## config.mk

```make
export PLATFORM = sky130hd
export DESIGN_NAME = h_sync_gen
export DESIGN_NICKNAME = d
export VERILOG_FILES = /design/src/rtl/vga_timing_pkg.sv /design/src/rtl/pix_clk_en.sv /design/src/rtl/h_sync_gen.sv
export SDC_FILE = /design/constraint.sdc
export NUM_CORES = 1
export LEC_CHECK = 0
export ABC_AREA = 0
export BUFFER_PORTS_ARGS = -buffer_cell sky130_fd_sc_hd__buf_2
export CORE_UTILIZATION = 51
export CTS_BUF_LIST = sky130_fd_sc_hd__clkbuf_8
export DETAILED_ROUTE_END_ITERATION = 8
export GPL_ROUTABILITY_DRIVEN = 0
export HOLD_SLACK_MARGIN = 0.15
export PLACE_DENSITY = 0.7
export SLEW_MARGIN = 5
export SYNTH_ARGS = -nofsm -noshare
export SYNTH_HDL_FRONTEND = slang
export SYNTH_SLANG_ARGS = --single-unit
```

## constraint.sdc

```tcl
create_clock -name clk -period 9.45 [get_ports clk]
set_clock_uncertainty 0.15 [all_clocks]
set_input_delay 2.3625 -clock clk [delete_from_list [all_inputs] [get_ports clk]]
set_output_delay 2.3625 -clock clk [all_outputs]
set_load 0.1 [all_outputs]
```

## src/rtl/vga_timing_pkg.sv

```systemverilog
`default_nettype none
// ============================================================================
// Module : vga_timing_pkg
// Brief  : 640x480@60 timing constants and the one-hot sync-phase encoding
//          used by both the horizontal and vertical timing stages.
// Rev    : 1.0  initial release
// ============================================================================
package vga_timing_pkg;

    localparam int C_H_PULSE  = 96;
    localparam int C_H_BP     = 48;
    localparam int C_H_ACTIVE = 640;
    localparam int C_H_FP     = 16;
    localparam int C_H_TOTAL      = C_H_PULSE + C_H_BP + C_H_ACTIVE + C_H_FP;
    localparam int C_H_BLANK_END  = C_H_PULSE + C_H_BP;
    localparam int C_H_ACTIVE_END = C_H_BLANK_END + C_H_ACTIVE;

    localparam int C_V_PULSE  = 2;
    localparam int C_V_BP     = 33;
    localparam int C_V_ACTIVE = 480;
    localparam int C_V_FP     = 10;
    localparam int C_V_TOTAL      = C_V_PULSE + C_V_BP + C_V_ACTIVE + C_V_FP;
    localparam int C_V_BLANK_END  = C_V_PULSE + C_V_BP;
    localparam int C_V_ACTIVE_END = C_V_BLANK_END + C_V_ACTIVE;

    typedef enum logic [4:0] {
        ST_IDLE = 5'b00001,
        ST_SP   = 5'b00010,
        ST_BP   = 5'b00100,
        ST_AP   = 5'b01000,
        ST_FP   = 5'b10000
    } timing_state_t;

endpackage
`default_nettype wire

```

## src/rtl/pix_clk_en.sv

```systemverilog
`default_nettype none
// ============================================================================
// Module : pix_clk_en
// Brief  : Divides the system clock into a registered one-clk pixel enable.
// Rev    : 1.0  initial release
// ============================================================================
module pix_clk_en #(
    parameter int CLK_DIV = 2
) (
    input  logic clk,
    input  logic rst_n,
    output logic pix_en
);

    localparam int C_DIV_W = (CLK_DIV > 1) ? $clog2(CLK_DIV) : 1;
    localparam logic [C_DIV_W-1:0] C_DIV_LAST = C_DIV_W'(CLK_DIV - 1);

    logic [C_DIV_W-1:0] r_div_cnt;
    logic               r_pix_en;
    logic               w_wrap;

    assign w_wrap = (r_div_cnt == C_DIV_LAST);
    assign pix_en = r_pix_en;

    always_ff @(posedge clk or negedge rst_n) begin
        if (!rst_n) begin
            r_div_cnt <= '0;
            r_pix_en  <= 1'b0;
        end else begin
            r_div_cnt <= w_wrap ? '0 : r_div_cnt + 1'b1;
            r_pix_en  <= w_wrap;
        end
    end

endmodule
`default_nettype wire

```

## src/rtl/h_sync_gen.sv

```systemverilog
`default_nettype none
// ============================================================================
// Module : h_sync_gen
// Brief  : Horizontal VGA timing: pixel counter, sync/porch/active phases,
//          active-low hsync, data enable, active column and line-end pulse.
// Rev    : 1.0  initial release
// ============================================================================
module h_sync_gen
    import vga_timing_pkg::*;
#(
    parameter int CLK_DIV      = 2,
    parameter int PULSE_LENGTH = C_H_PULSE,
    parameter int BACK_PORCH   = C_H_BP,
    parameter int ACTIVE_VIDEO = C_H_ACTIVE,
    parameter int FRONT_PORCH  = C_H_FP
) (
    input  logic       clk,
    input  logic       rst_n,
    output logic       pix_en,
    output logic       hsync,
    output logic       h_de,
    output logic [9:0] pixcel_col,
    output logic       line_end
);

    localparam int C_TOTAL = PULSE_LENGTH + BACK_PORCH + ACTIVE_VIDEO + FRONT_PORCH;
    localparam logic [9:0] C_LAST       = 10'(C_TOTAL - 1);
    localparam logic [9:0] C_SP_END     = 10'(PULSE_LENGTH);
    localparam logic [9:0] C_BLANK_END  = 10'(PULSE_LENGTH + BACK_PORCH);
    localparam logic [9:0] C_ACTIVE_END = 10'(PULSE_LENGTH + BACK_PORCH + ACTIVE_VIDEO);

    logic          w_pix_en;
    logic [9:0]    r_count_h;
    logic [9:0]    w_count_nxt;
    timing_state_t r_state;
    timing_state_t w_state_nxt;
    logic          r_hsync;
    logic          r_h_de;
    logic [9:0]    r_col;
    logic          r_line_end;

    pix_clk_en #(
        .CLK_DIV (CLK_DIV)
    ) u_pix_clk_en (
        .clk    (clk),
        .rst_n  (rst_n),
        .pix_en (w_pix_en)
    );

    // IDLE holds the counter at 0 so the first sync pulse is full width.
    always_comb begin
        w_count_nxt = r_count_h + 10'd1;
        if (r_state == ST_IDLE || r_count_h == C_LAST) begin
            w_count_nxt = '0;
        end
        w_state_nxt = ST_IDLE;
        case (r_state)
            ST_IDLE: w_state_nxt = ST_SP;
            ST_SP:   w_state_nxt = (w_count_nxt == C_SP_END)     ? ST_BP : ST_SP;
            ST_BP:   w_state_nxt = (w_count_nxt == C_BLANK_END)  ? ST_AP : ST_BP;
            ST_AP:   w_state_nxt = (w_count_nxt == C_ACTIVE_END) ? ST_FP : ST_AP;
            ST_FP:   w_state_nxt = (w_count_nxt == 10'd0)        ? ST_SP : ST_FP;
            default: w_state_nxt = ST_IDLE;
        endcase
    end

    always_ff @(posedge clk or negedge rst_n) begin
        if (!rst_n) begin
            r_count_h  <= '0;
            r_state    <= ST_IDLE;
            r_hsync    <= 1'b1;
            r_h_de     <= 1'b0;
            r_col      <= '0;
            r_line_end <= 1'b0;
        end else begin
            r_line_end <= w_pix_en && (w_state_nxt != ST_IDLE) && (w_count_nxt == C_LAST);
            if (w_pix_en) begin
                r_count_h <= w_count_nxt;
                r_state   <= w_state_nxt;
                r_hsync   <= (w_state_nxt != ST_SP);
                r_h_de    <= (w_state_nxt == ST_AP);
                r_col     <= (w_state_nxt == ST_AP) ? (w_count_nxt - C_BLANK_END) : 10'd0;
            end
        end
    end

    assign pix_en     = w_pix_en;
    assign hsync      = r_hsync;
    assign h_de       = r_h_de;
    assign pixcel_col = r_col;
    assign line_end   = r_line_end;

endmodule
`default_nettype wire

```

# Word-level counts from Yosys, hierarchy flattened

Index checks and enable logic that the tools add are counted.

Bits in registers: 30
Input port bits: 2
Output and inout bits: 14

Add/subtract/negate cells: 3
Eq/ne operators: 13
Mux-type cells: 8
Reduce and logical (&&, ||, !) cells: 4

Operators by type and width:

| kind                                                                     | count |
|---|---|
| 10-bit equality test (second input constant)                             | 3 |
| 5-bit case mux with 5 select lines                                       | 1 |
| 10-bit two-way mux                                                       | 2 |
| 10-bit by 1-bit adder with 10-bit output (second input constant)         | 1 |
| 10-bit by 7-bit equality test with 1-bit output (second input constant)  | 1 |
| 10-bit by 8-bit equality test with 1-bit output (second input constant)  | 1 |
| 5-bit by 4-bit equality test with 1-bit output (second input constant)   | 2 |
| 10-bit logical NOT                                                       | 1 |
| 5-bit two-way mux                                                        | 2 |
| 10-bit by 8-bit subtractor with 10-bit output (second input constant)    | 1 |
| 5-bit by 1-bit equality test with 1-bit output (second input constant)   | 1 |
| 5-bit by 2-bit equality test with 1-bit output (second input constant)   | 1 |
| 5-bit by 3-bit equality test with 1-bit output (second input constant)   | 1 |
| 5-bit equality test (second input constant)                              | 1 |
| 5-bit by 1-bit inequality test with 1-bit output (second input constant) | 1 |
| 5-bit by 2-bit inequality test with 1-bit output (second input constant) | 1 |
| 4-bit two-way mux                                                        | 1 |
| 3-bit two-way mux                                                        | 1 |
| 1-bit logical AND                                                        | 2 |
| 1-bit adder (second input constant)                                      | 1 |
| 1-bit logical OR                                                         | 1 |
| 1-bit two-way mux                                                        | 1 |

# Logic depth before layout (Yosys ltp)

Gate-level depths: netlist of the first run.

Word-level depth: 9
Depth in mapped cells: 14
Depth with buffers taken out: 11

# Hierarchy

From an unflattened synthesis of the first run, not the netlist that was laid out.

Cell total of the unflattened synthesis: 195
Area total of the unflattened synthesis: 1888.1 µm²

Modules (own cells, without submodules):

| module     | times used | cells each | area each (µm²) |
|---|---|---|---|
| h_sync_gen | 1          | 192        | 1834.3 |
| pix_clk_en | 1          | 3          | 53.8 |

# Worst setup path before layout of the first run

OpenSTA, ideal clock, no wires.

Path type: register to output
Start: register u_pix_clk_en.r_pix_en, in the netlist u_pix_clk_en.pix_en
End: output pix_en
Data arrival time: 0.939 ns
Slack: 5.998 ns
Stages on the path, launching flop included: 1
Cells stage by stage: dfrtp_1

RTL lines:

| item                   | line             | RTL |
|---|---|---|
| from (decl)            | pix_clk_en.sv:19 | `logic r_pix_en;` |
| from (signal assigned) | pix_clk_en.sv:31 | `r_pix_en <= w_wrap;` |
| to (decl)              | h_sync_gen.sv:19 | `output logic pix_en,` |

No word-level cell between the ends.

# Worst setup path after layout of the first run

Start: register u_pix_clk_en.r_pix_en, in the netlist u_pix_clk_en.pix_en
End: output pix_en

No word-level cell between the ends.

==> results of run 1 <==
## metrics by stage
stage	instance area [sq um]	cells	total power, uW
after floorplan	1830	191	131
after global placement	1900	241	133
after detailed placement	1900	241	134
after CTS	1990	249	237
after global routing	1990	249	243
final	1990	249	234
## routing by layer
| metal | up-vias | global-route usage (%) | share of wire, % |
|---|---|---|---|
| li1 | 709 | - | - |
| met1 | 708 | 34.9 | 48 |
| met2 | 30 | 33.9 | 47 |
| met3 | 4 | 6.42 | 3.6 |
| met4 | 0 | 8.57 | 0.96 |
| met5 | - | 0 | 0 |
## logic make-up (layout without fill, tap and decap cells)
family                   after synthesis  after routing  share of synthesized area, %
AND/OR/NAND/NOR                       75             75                          22.6
AO/OA/AOI/OAI                         41             41                          17.5
flip-flops                            30             30                          41.1
buffers and inverters                 20             32                          5.13
XOR/XNOR                              15             15                          7.18
adder cells (fa/ha/maj)                5              5                          3.42
multiplexers                           5              5                          3.01
## layout make-up
cell class / count / area, sq um / area share (%)
clock inverters: 3 / 21.3 / 1.07
multi-input cells: 141 / 983 / 49.3
repair buffers: 15 / 75.1 / 3.77
well taps: 46 / 57.6 / 2.89
clock buffers: 5 / 68.8 / 3.45
flip-flops and latches: 30 / 753 / 37.8
inverters: 9 / 33.8 / 1.69
## registers in the layout, summed over array words and instances (netlist names)
| name | flops |
|---|---|
| hsync | 1 |
| r_state | 5 |
| r_count_h | 10 |
| line_end | 1 |
| u_pix_clk_en.r_div_cnt | 1 |
| u_pix_clk_en.pix_en | 1 |
| h_de | 1 |
| pixcel_col | 10 |
## synth_stat cells, types with 3 or more instances
cell | count | area share (%)
o31ai_1 | 3 | 1.2
xor2_1 | 5 | 2.4
dfrtp_1 | 28 | 38
xnor2_1 | 10 | 4.8
buf_2 | 3 | 0.82
or2_2 | 4 | 1.4
nor2_1 | 13 | 2.7
o21ai_0 | 7 | 1.9
a21oi_1 | 7 | 1.9
inv_1 | 9 | 1.8
nand3b_1 | 3 | 1.2
and3_1 | 3 | 1.0
mux2_2 | 4 | 2.5
nand4_1 | 5 | 1.7
nor3_1 | 3 | 0.82
ha_1 | 5 | 3.4
o2bb2ai_1 | 5 | 2.4
nand3_1 | 9 | 2.5
o32ai_1 | 3 | 1.4
nand2_1 | 16 | 3.3
clkbuf_1 | 5 | 1.0
## power by group through the flow
stage	Clock, uW	Sequential (uW)	Combinational [uW]
finish	103	128	2.53
global route	111	128	3.20
CTS	106	128	2.76
detailed placement	0	131	2.79
global placement	0	131	2.62
floorplan	0	131	0.000363
## final timing paths
check / from / endpoint / slack, ns
setup / recovery: u_pix_clk_en.pix_en / pix_en / 5.10
hold / removal: u_pix_clk_en.r_div_cnt / u_pix_clk_en.pix_en / 0.24
setup reg to reg: r_count_h[0] / pixcel_col[7] / 5.89
hold reg to reg: u_pix_clk_en.r_div_cnt / u_pix_clk_en.pix_en / 0.24
max in group asynchronous: rst_n / r_count_h[4] / 6.77
min in group asynchronous: rst_n / r_count_h[2] / 1.96
==> impl_metrics.py, run 1 <==
metrics = {
    "timing": {
        "min_period_over_period_pct": 46.0,
        "worst_hold_slack_ns": 0.239,
        "hold_viol_final": 0,
        "slew-limit-headroom_pct": 35.4,
        "fin_crit_ns": 4.35,
        "setup_viol": 0,
        "report.final.slew_viol_count": 0,
        "tightest_slew_ns": 0.969,
        "setup_slack_ns": 5.10,
        "max_freq_mhz": 230,
        "setup-tns-final_ns": 0,
        "rsz0062_at_grt": "false",
    },
    "worst_setup_path": {
        "cp.required_ns": 6.94,
        "crit_path_top_delay_cell": "dfrtp_1",
        "reg2reg_depth": 11,
        "path_cells": "buf_2",
        "cp.arrival_ns": 1.84,
        "cp.buffers_inverters": 1,
        "start_kind": "flip-flop",
        "crit_type": "reg2out",
        "end_kind": "output pin",
        "path_depth": 1,
        "crit_path_max_fanout": 32,
        "max_stage_delay_ns": 0.98,
        "cp_top_family": "flip-flops",
    },
    "synth": {
        "synth_nets": 198,
        "yosysWarnings": 0,
        "synth-async-reset-ratio_pct": 100,
        "syn_inst": 191,
        "ys_seq_area_share_pct": 41.1,
        "ys_types": 53,
        "ys_ff_latch": 30,
        "synth_enable_flop_cells": 0,
        "syn_area_sq_um": 1830,
        "ys.flop_type": "dfrtp_1",
        "avgSynthCellArea_sq_um": 9.58,
    },
    "clocking": {
        "cts_buffers": 5,
        "cts_num_sinks": 30,
        "post_cts_buffers": 0,
        "htree_num_levels": 2,
        "cts_resized": 0,
        "tritoncts": "yes",
        "cts_max_path_buffers": 2,
        "cts_root_buf": "clkbuf_8",
        "clkTransAtPathRegs_ns": 0.07,
        "hold_buffers": 0,
        "clock_latency_ns": 0.28,
    },
    "pwr": {
        "leakagePower_uw": 0.000841,
        "p_per_area_nw_per_um2": 118,
        "clkPwrFrac_pct": 44.1,
        "p_sw_uw": 54.2,
        "p_sw_share_pct": 23.1,
        "p_int_uw": 180,
        "seq_power_share_pct": 54.8,
        "pwr-share-comb_pct": 1.1,
        "ir_worst_vdd_v": 0.0000991,
    },
    "final_layout": {
        "layout.nets": 209,
        "final_cell_mix": "dfrtp_1 (28), nand2_1 (16), buf_2 (15)",
        "layout-drive-gt1-share_pct": 22.2,
        "fill_cells": 276,
        "n_antenna_cell": 0,
        "fin_util_pct": 58.8,
        "final_common_cell": "dfrtp_1",
        "areaGrowthSynthToFinish_pct": 8.89,
    },
    "drt": {
        "wire_per_inst_um": 15.1,
        "drc": 0,
        "drtAntennaViolNets": 0,
        "drt_iter0_drc": 69,
        "dr.pass1.iters": 4,
        "wl_mm": 3.77,
        "vias": 1451,
        "viasPerCell": 5.83,
    },
    "die": {
        "ios": 16,
        "die_y_um": 61.9,
        "die_w_um": 61.9,
        "core_area_sq_um": 3390,
        "start_util_pct": 54.0,
        "rows": 21,
        "dieArea_sq_um": 3830,
    },
    "placed_design": {
        "port_buffers": 15,
        "post-place-ws_ns": 5.43,
        "hpwl_mm": 2.67,
    },
    "outcome": {
        "outcome": "finished clean",
    },
    "job": {
        "drv_cap": 0,
    },
    "grt": {
        "grt_pass1_vias": 1311,
        "grt_max_degree": 33,
        "grt_usage_pct": 23.9,
        "gr-total-overflow": 0,
        "grt_first_pass_wirelength_mm": 6.51,
        "antenna_found_initial": 0,
    },
    "min_path": {
        "min_path_cells": 0,
        "hp-class": "reg2reg",
    },
}
Power figures use the tool's default switching activity.
==> run 2: changes to the inputs <==
--- a/config.mk
+++ b/config.mk
@@ -5,7 +5,7 @@
 export SDC_FILE = /design/constraint.sdc
 export NUM_CORES = 1
 export LEC_CHECK = 0
-export ABC_AREA = 0
+export ABC_AREA = 1
 export BUFFER_PORTS_ARGS = -buffer_cell sky130_fd_sc_hd__buf_2
 export CORE_UTILIZATION = 51
 export CTS_BUF_LIST = sky130_fd_sc_hd__clkbuf_8
==> constraint.sdc (replaced) <==
create_clock -name clk -period 4.5 [get_ports clk]
set_clock_uncertainty 0.15 [all_clocks]
set_input_delay 1.125 -clock clk [delete_from_list [all_inputs] [get_ports clk]]
set_output_delay 1.125 -clock clk [all_outputs]
set_load 0.1 [all_outputs]
==> run 2 against run 1 <==
  * Via count grew 15%
  * Largest power group unchanged
  * Sequential cell count unchanged
  * Critical path depth increased by 1
  * Combinational power is 110% higher
==> impl_metrics.py, run 2 <==
metrics = {
    "outcome": {
        "outcome": "finished clean",
    },
    "synth": {
        "ys.flop_type": "dfrtp_1",
        "yosysMostFrequentCell": "nand2_1",
        "synth_top_area_share_pct": 36.3,
        "synth_nets": 271,
        "synth_common_cells": "nand2_1 (94), inv_1 (29), dfrtp_1 (28), nor2_1 (25)",
        "yosysWarnings": 0,
        "synth-async-reset-ratio_pct": 100,
        "synth_enable_flop_cells": 0,
        "syn_area_sq_um": 1930,
        "ys_types": 28,
        "synth_top_area_cell": "dfrtp_1",
        "syn_inst": 264,
        "synth_area_leaders": "dfrtp_1 (36%), nand2_1 (18%), nand3_2 (5.7%)",
        "ys_ff_latch": 30,
        "ys_seq_area_share_pct": 39.1,
        "avgSynthCellArea_sq_um": 7.30,
    },
    "clocking": {
        "hold_buffers": 0,
        "cts_max_path_buffers": 2,
        "clkTransAtPathRegs_ns": 0.06,
        "htree_num_levels": 2,
        "cts_resized": 0,
        "post_cts_buffers": 0,
        "tritoncts": "yes",
        "clock_latency_ns": 0.28,
        "cts_num_sinks": 30,
        "cts_buffers": 5,
        "cts_root_buf": "clkbuf_8",
    },
    "drt": {
        "drc": 0,
        "vias": 1663,
        "wire_per_inst_um": 12.5,
        "drtAntennaViolNets": 0,
        "dr.pass1.iters": 8,
        "viasPerCell": 5.07,
        "wl_mm": 4.10,
        "drt_iter0_drc": 109,
    },
    "final_layout": {
        "areaGrowthSynthToFinish_pct": 10.3,
        "final_cell_mix": "nand2_1 (94), inv_1 (30), dfrtp_1 (28)",
        "n_antenna_cell": 0,
        "layout-drive-gt1-share_pct": 19.1,
        "final_common_cell": "nand2_1",
        "layout.nets": 288,
    },
    "grt": {
        "gr-total-overflow": 0,
        "grt_pass1_vias": 1595,
        "grt_usage_pct": 23.2,
        "grt_max_degree": 31,
        "grt_first_pass_wirelength_mm": 7.17,
        "antenna_found_initial": 0,
    },
    "die": {
        "ios": 16,
        "dieArea_sq_um": 4030,
        "core_area_sq_um": 3470,
        "start_util_pct": 55.6,
        "die_y_um": 63.5,
        "die_w_um": 63.5,
        "rows": 21,
    },
    "worst_setup_path": {
        "end_kind": "output pin",
        "crit_path_top_delay_cell": "buf_2",
        "crit_type": "reg2out",
        "crit_path_max_fanout": 24,
        "start_kind": "flip-flop",
        "max_stage_delay_ns": 0.49,
        "path_cells": "buf_4, buf_2",
        "cp.arrival_ns": 1.37,
        "cp.required_ns": 3.22,
    },
    "timing": {
        "hold_viol_final": 0,
        "fin_crit_ns": 2.64,
        "setup-tns-final_ns": 0,
        "setup_viol": 0,
        "tightest_slew_ns": 0.823,
        "min_period_over_period_pct": 58.7,
        "slew-limit-headroom_pct": 45.1,
        "max_freq_mhz": 379,
        "report.final.slew_viol_count": 0,
        "rsz0062_at_grt": "false",
    },
    "pwr": {
        "p_per_area_nw_per_um2": 231,
        "seq_power_share_pct": 54.9,
        "p_sw_uw": 101,
        "leakagePower_uw": 0.00115,
        "ir_worst_vdd_v": 0.000174,
        "p_int_uw": 391,
        "clkPwrFrac_pct": 44.0,
        "finalPower_uw": 492,
        "pwr-share-comb_pct": 1.1,
        "p_sw_share_pct": 20.5,
    },
    "job": {
        "drv_cap": 0,
    },
    "placed_design": {
        "hpwl_mm": 3.01,
        "port_buffers": 15,
    },
    "min_path": {
        "hp-class": "reg2reg",
    },
}
run 2: cell count changes in the layout (fill, tap and decap cells not counted), sizes merged, moves of 4 or more:
| cell | change |
|---|---|
| nand2 | +83 |
| inv | +22 |
| nor2 | +19 |
| nand3 | +16 |
| xnor2 | -10 |
| a21oi | -6 |
| o21ai | +6 |
| o31ai | -6 |
| o2bb2ai | -5 |
| mux2 | -4 |
run 2: power by group through the flow:
stage	Combinational, uW	Clock, uW	Sequential, uW
after floorplan	0.000639	0	275
after global placement	5.70	0	275
after detailed placement	5.89	0	275
after CTS	5.84	222	270
after global routing	6.61	235	270
final	5.43	216	270
run 2: path summary, 6_finish.rpt:
check                                       start             endpoint  slack [ns]  cells after the start
max in group asynchronous                   rst_n        pixcel_col[7]        3.03                      1
min in group asynchronous                   rst_n         r_count_h[4]        0.73                      1
min reg2reg                u_pix_clk_en.r_div_cnt  u_pix_clk_en.pix_en        0.23                      0
min                        u_pix_clk_en.r_div_cnt  u_pix_clk_en.pix_en        0.23                      0
max reg2reg                          r_count_h[1]           r_state[1]        2.02                     15
max                           u_pix_clk_en.pix_en               pix_en        1.86                      2
run 2: through the flow:
stage | setup slack (ns) | instances | utilization [%] | hold WS [ns] | instance area [sq um]
after floorplan | 2.28 | 264 | - | 0.204 | 1930
after global placement | 2.11 | 320 | 58.7 | 0.214 | 2040
after detailed placement | 2.08 | 320 | 58.7 | 0.216 | 2040
after CTS | 1.85 | 328 | 61.3 | 0.235 | 2130
after global routing | 1.80 | 328 | 61.3 | 0.244 | 2130
final | 1.86 | 328 | 61.3 | 0.231 | 2130
run 2: per-layer routing:
| layer | wire, um | global-route usage, % | up-vias |
|---|---|---|---|
| met3 | 186 | 4.89 | 5 |
| met2 | 1810 | 36.4 | 41 |
| met5 | 0 | 0 | - |
| met4 | 39 | 7.95 | 0 |
| li1 | - | - | 869 |
| met1 | 2060 | 31.3 | 748 |
run 2: area by class of cell:
type	count	area, sq um
Clock buffer	6	82.6
Tap cell	46	57.6
Inverter	30	113
Fill cell	342	1340
Sequential cell	30	753
Timing Repair Buffer	16	82.6
Multi-Input combinational cell	198	1030
Clock inverter	2	8.76
run 2: worst max-delay path, delay by kind of cell, from the launching register on:
family                 cells  cell delay [ns]
buffers and inverters      2             0.77
DFF                        1             0.32
run 2: cell families after synthesis:
kind of cell               after synthesis  share of synthesized area, %
adders and majority gates                5                          3.24
AOI/OAI and AO/OA                       18                          5.00
buffers and inverters                   36                          7.53
xor gates and xnor gates                 2                         0.909
DFF                                     30                          39.1
and+or+nand+nor                        173                          44.3
==> run 3: changes to the inputs <==
--- a/config.mk
+++ b/config.mk
@@ -5,7 +5,7 @@
 export SDC_FILE = /design/constraint.sdc
 export NUM_CORES = 1
 export LEC_CHECK = 0
-export ABC_AREA = 1
+export ABC_AREA = 0
 export BUFFER_PORTS_ARGS = -buffer_cell sky130_fd_sc_hd__buf_2
 export CORE_UTILIZATION = 51
 export CTS_BUF_LIST = sky130_fd_sc_hd__clkbuf_8
==> constraint.sdc (replaced) <==
create_clock -name clk -period 2.6 [get_ports clk]
set_clock_uncertainty 0.15 [all_clocks]
set_input_delay 0.65 -clock clk [delete_from_list [all_inputs] [get_ports clk]]
set_output_delay 0.65 -clock clk [all_outputs]
set_load 0.1 [all_outputs]
==> run 3 against run 2 <==
  * The run now ends with setup timing left
  * Clock-buffer cell count unchanged
  * Critical path depth increased by 7
  * Hold slack got worse by 0.0014 ns
  * Largest power group unchanged
  * Critical endpoint is now pixcel_col[0]
  * Via count decreased by 0.78%
==> impl_metrics.py, run 3 (synthesis results as in run 1) <==
metrics = {
    "outcome": {
        "outcome": "finished with violations",
        "violations": "setup timing",
    },
    "final_layout": {
        "fill_cells": 224,
        "layout-drive-gt1-share_pct": 42.8,
        "areaGrowthSynthToFinish_pct": 35.0,
        "layout.nets": 249,
        "final_common_cell": "buf_4",
        "final_cell_mix": "buf_4 (36), dfrtp_1 (26), nand2_1 (16)",
        "n_antenna_cell": 0,
        "instances_no_fill": 289,
    },
    "die": {
        "dieArea_sq_um": 3830,
        "start_util_pct": 54.0,
        "rows": 21,
        "ios": 16,
        "die_y_um": 61.9,
        "die_w_um": 61.9,
        "core_area_sq_um": 3390,
    },
    "clocking": {
        "hold_buffers": 0,
        "cts_buffers": 5,
        "cts_num_sinks": 30,
        "cts_root_buf": "clkbuf_8",
        "htree_num_levels": 2,
        "cts_max_path_buffers": 2,
        "clkTransAtPathRegs_ns": 0.07,
        "tritoncts": "yes",
        "clock_latency_ns": 0.29,
    },
    "worst_setup_path": {
        "startpoint": "r_count_h[1]",
        "r2r-start": "r_count_h[1]",
        "cp.arrival_ns": 2.70,
        "start_kind": "flip-flop",
        "crit_path_max_fanout": 3,
        "end_kind": "flip-flop",
        "crit_type": "reg2reg",
        "cp.required_ns": 2.65,
    },
    "timing": {
        "report.final.slew_viol_count": 0,
        "max_freq_mhz": 376,
        "slew-limit-headroom_pct": 55.2,
        "setup_slack_ns": -0.0564,
        "min_period_over_period_pct": 102,
        "setup-tns-final_ns": -0.162,
        "rsz0062_at_grt": "true",
        "setup_viol": 7,
        "fin_crit_ns": 2.66,
        "hold_viol_final": 0,
        "tightest_slew_ns": 0.672,
    },
    "pwr": {
        "ir_worst_vdd_v": 0.000387,
        "p_per_area_nw_per_um2": 356,
        "finalPower_uw": 881,
        "leakagePower_uw": 0.00106,
    },
    "grt": {
        "antenna_found_initial": 0,
        "grt_usage_pct": 28.7,
        "grt_first_pass_wirelength_mm": 7.71,
        "grt_pass1_vias": 1599,
        "gr-total-overflow": 0,
        "grt_max_degree": 32,
    },
    "drt": {
        "drc": 0,
        "viasPerCell": 5.71,
        "drtAntennaViolNets": 0,
        "dr.pass1.iters": 4,
        "drt_iter0_drc": 77,
        "wl_mm": 4.93,
        "vias": 1650,
        "wire_per_inst_um": 17.0,
    },
    "min_path": {
        "hp-class": "reg2reg",
        "min_from": "u_pix_clk_en.r_div_cnt",
    },
    "job": {
        "drv_cap": 0,
    },
    "placed_design": {
        "place_inst": 278,
        "hpwl_mm": 3.34,
        "port_buffers": 15,
    },
}
## run 3: changes by cell type in the layout (fill, tap and decap cells not counted), moves of 5 or more
cell,change
a21oi_1,+5
buf_4,+35
inv_1,-23
nand2_1,-78
nand3_1,-6
nand3_2,-10
nor2_1,-13
o21ai_0,-7
xnor2_1,+10
## run 3: path summary, 6_finish.rpt
check | end | cells past startpoint | slack (ns)
max | pixcel_col[0] | 9 | -0.06
min | u_pix_clk_en.pix_en | 0 | 0.23
max reg2reg | pixcel_col[0] | 9 | -0.06
min reg2reg | u_pix_clk_en.pix_en | 0 | 0.23
max in group asynchronous | r_count_h[0] | 1 | 1.58
min in group asynchronous | line_end | 1 | 0.24
## run 3: layer usage
| layer | GRT usage (%) | vias up | wire length, um |
|---|---|---|---|
| li1 | - | 788 | - |
| met1 | 37.4 | 794 | 2200 |
| met2 | 46.5 | 54 | 2370 |
| met3 | 6.63 | 14 | 247 |
| met4 | 10.8 | 0 | 113 |
| met5 | 0 | - | 0 |
## run 3: area by class of cell
type	instances	area [sq um]	share of cell area, %
Multi-Input combinational cell	141	1140	46.1
Sequential cell	30	756	30.6
Timing Repair Buffer	55	390	15.8
Clock buffer	6	82.6	3.34
Tap cell	46	57.6	2.33
Inverter	9	33.8	1.37
Clock inverter	2	12.5	0.506
## run 3: per-stage QoR
stage / setup WS, ns / cell area [sq um] / util [%] / hold slack, ns
after global routing: -0.147 / 2470 / 72.9 / 0.246
after detailed placement: -0.0871 / 2240 / 66.0 / 0.215
after floorplan: -0.235 / 1900 / - / 0.204
after global placement: -0.0255 / 2240 / 66.0 / 0.211
final: -0.0564 / 2470 / 72.9 / 0.230
after CTS: 0.000249 / 2370 / 69.8 / 0.232
## run 3: critical path, cell delays in order (launching register included)
cell     delay (ns)
dfrtp_1        0.41
ha_4           0.25
or4b_4         0.53
o22ai_4        0.15
a21oi_2        0.09
o21ai_2        0.20
nand2_2        0.08
o32a_1         0.33
buf_6          0.14
o32ai_2        0.23
## run 3: power breakdown
| part | internal [uW] | switching (uW) | total [uW] |
|---|---|---|---|
| logic | 0.539 | 8.80 | 9.34 |
| registers | 467 | 0 | 467 |
| clock network | 212 | 192 | 405 |
| total | 680 | 201 | 881 |
## run 3: what timing repair did
item                       in CTS  in global routing
pin swaps                       7                 12
gates resized for setup         3                 19
setup endpoints to repair      12                 16
setup buffers                   3                  1
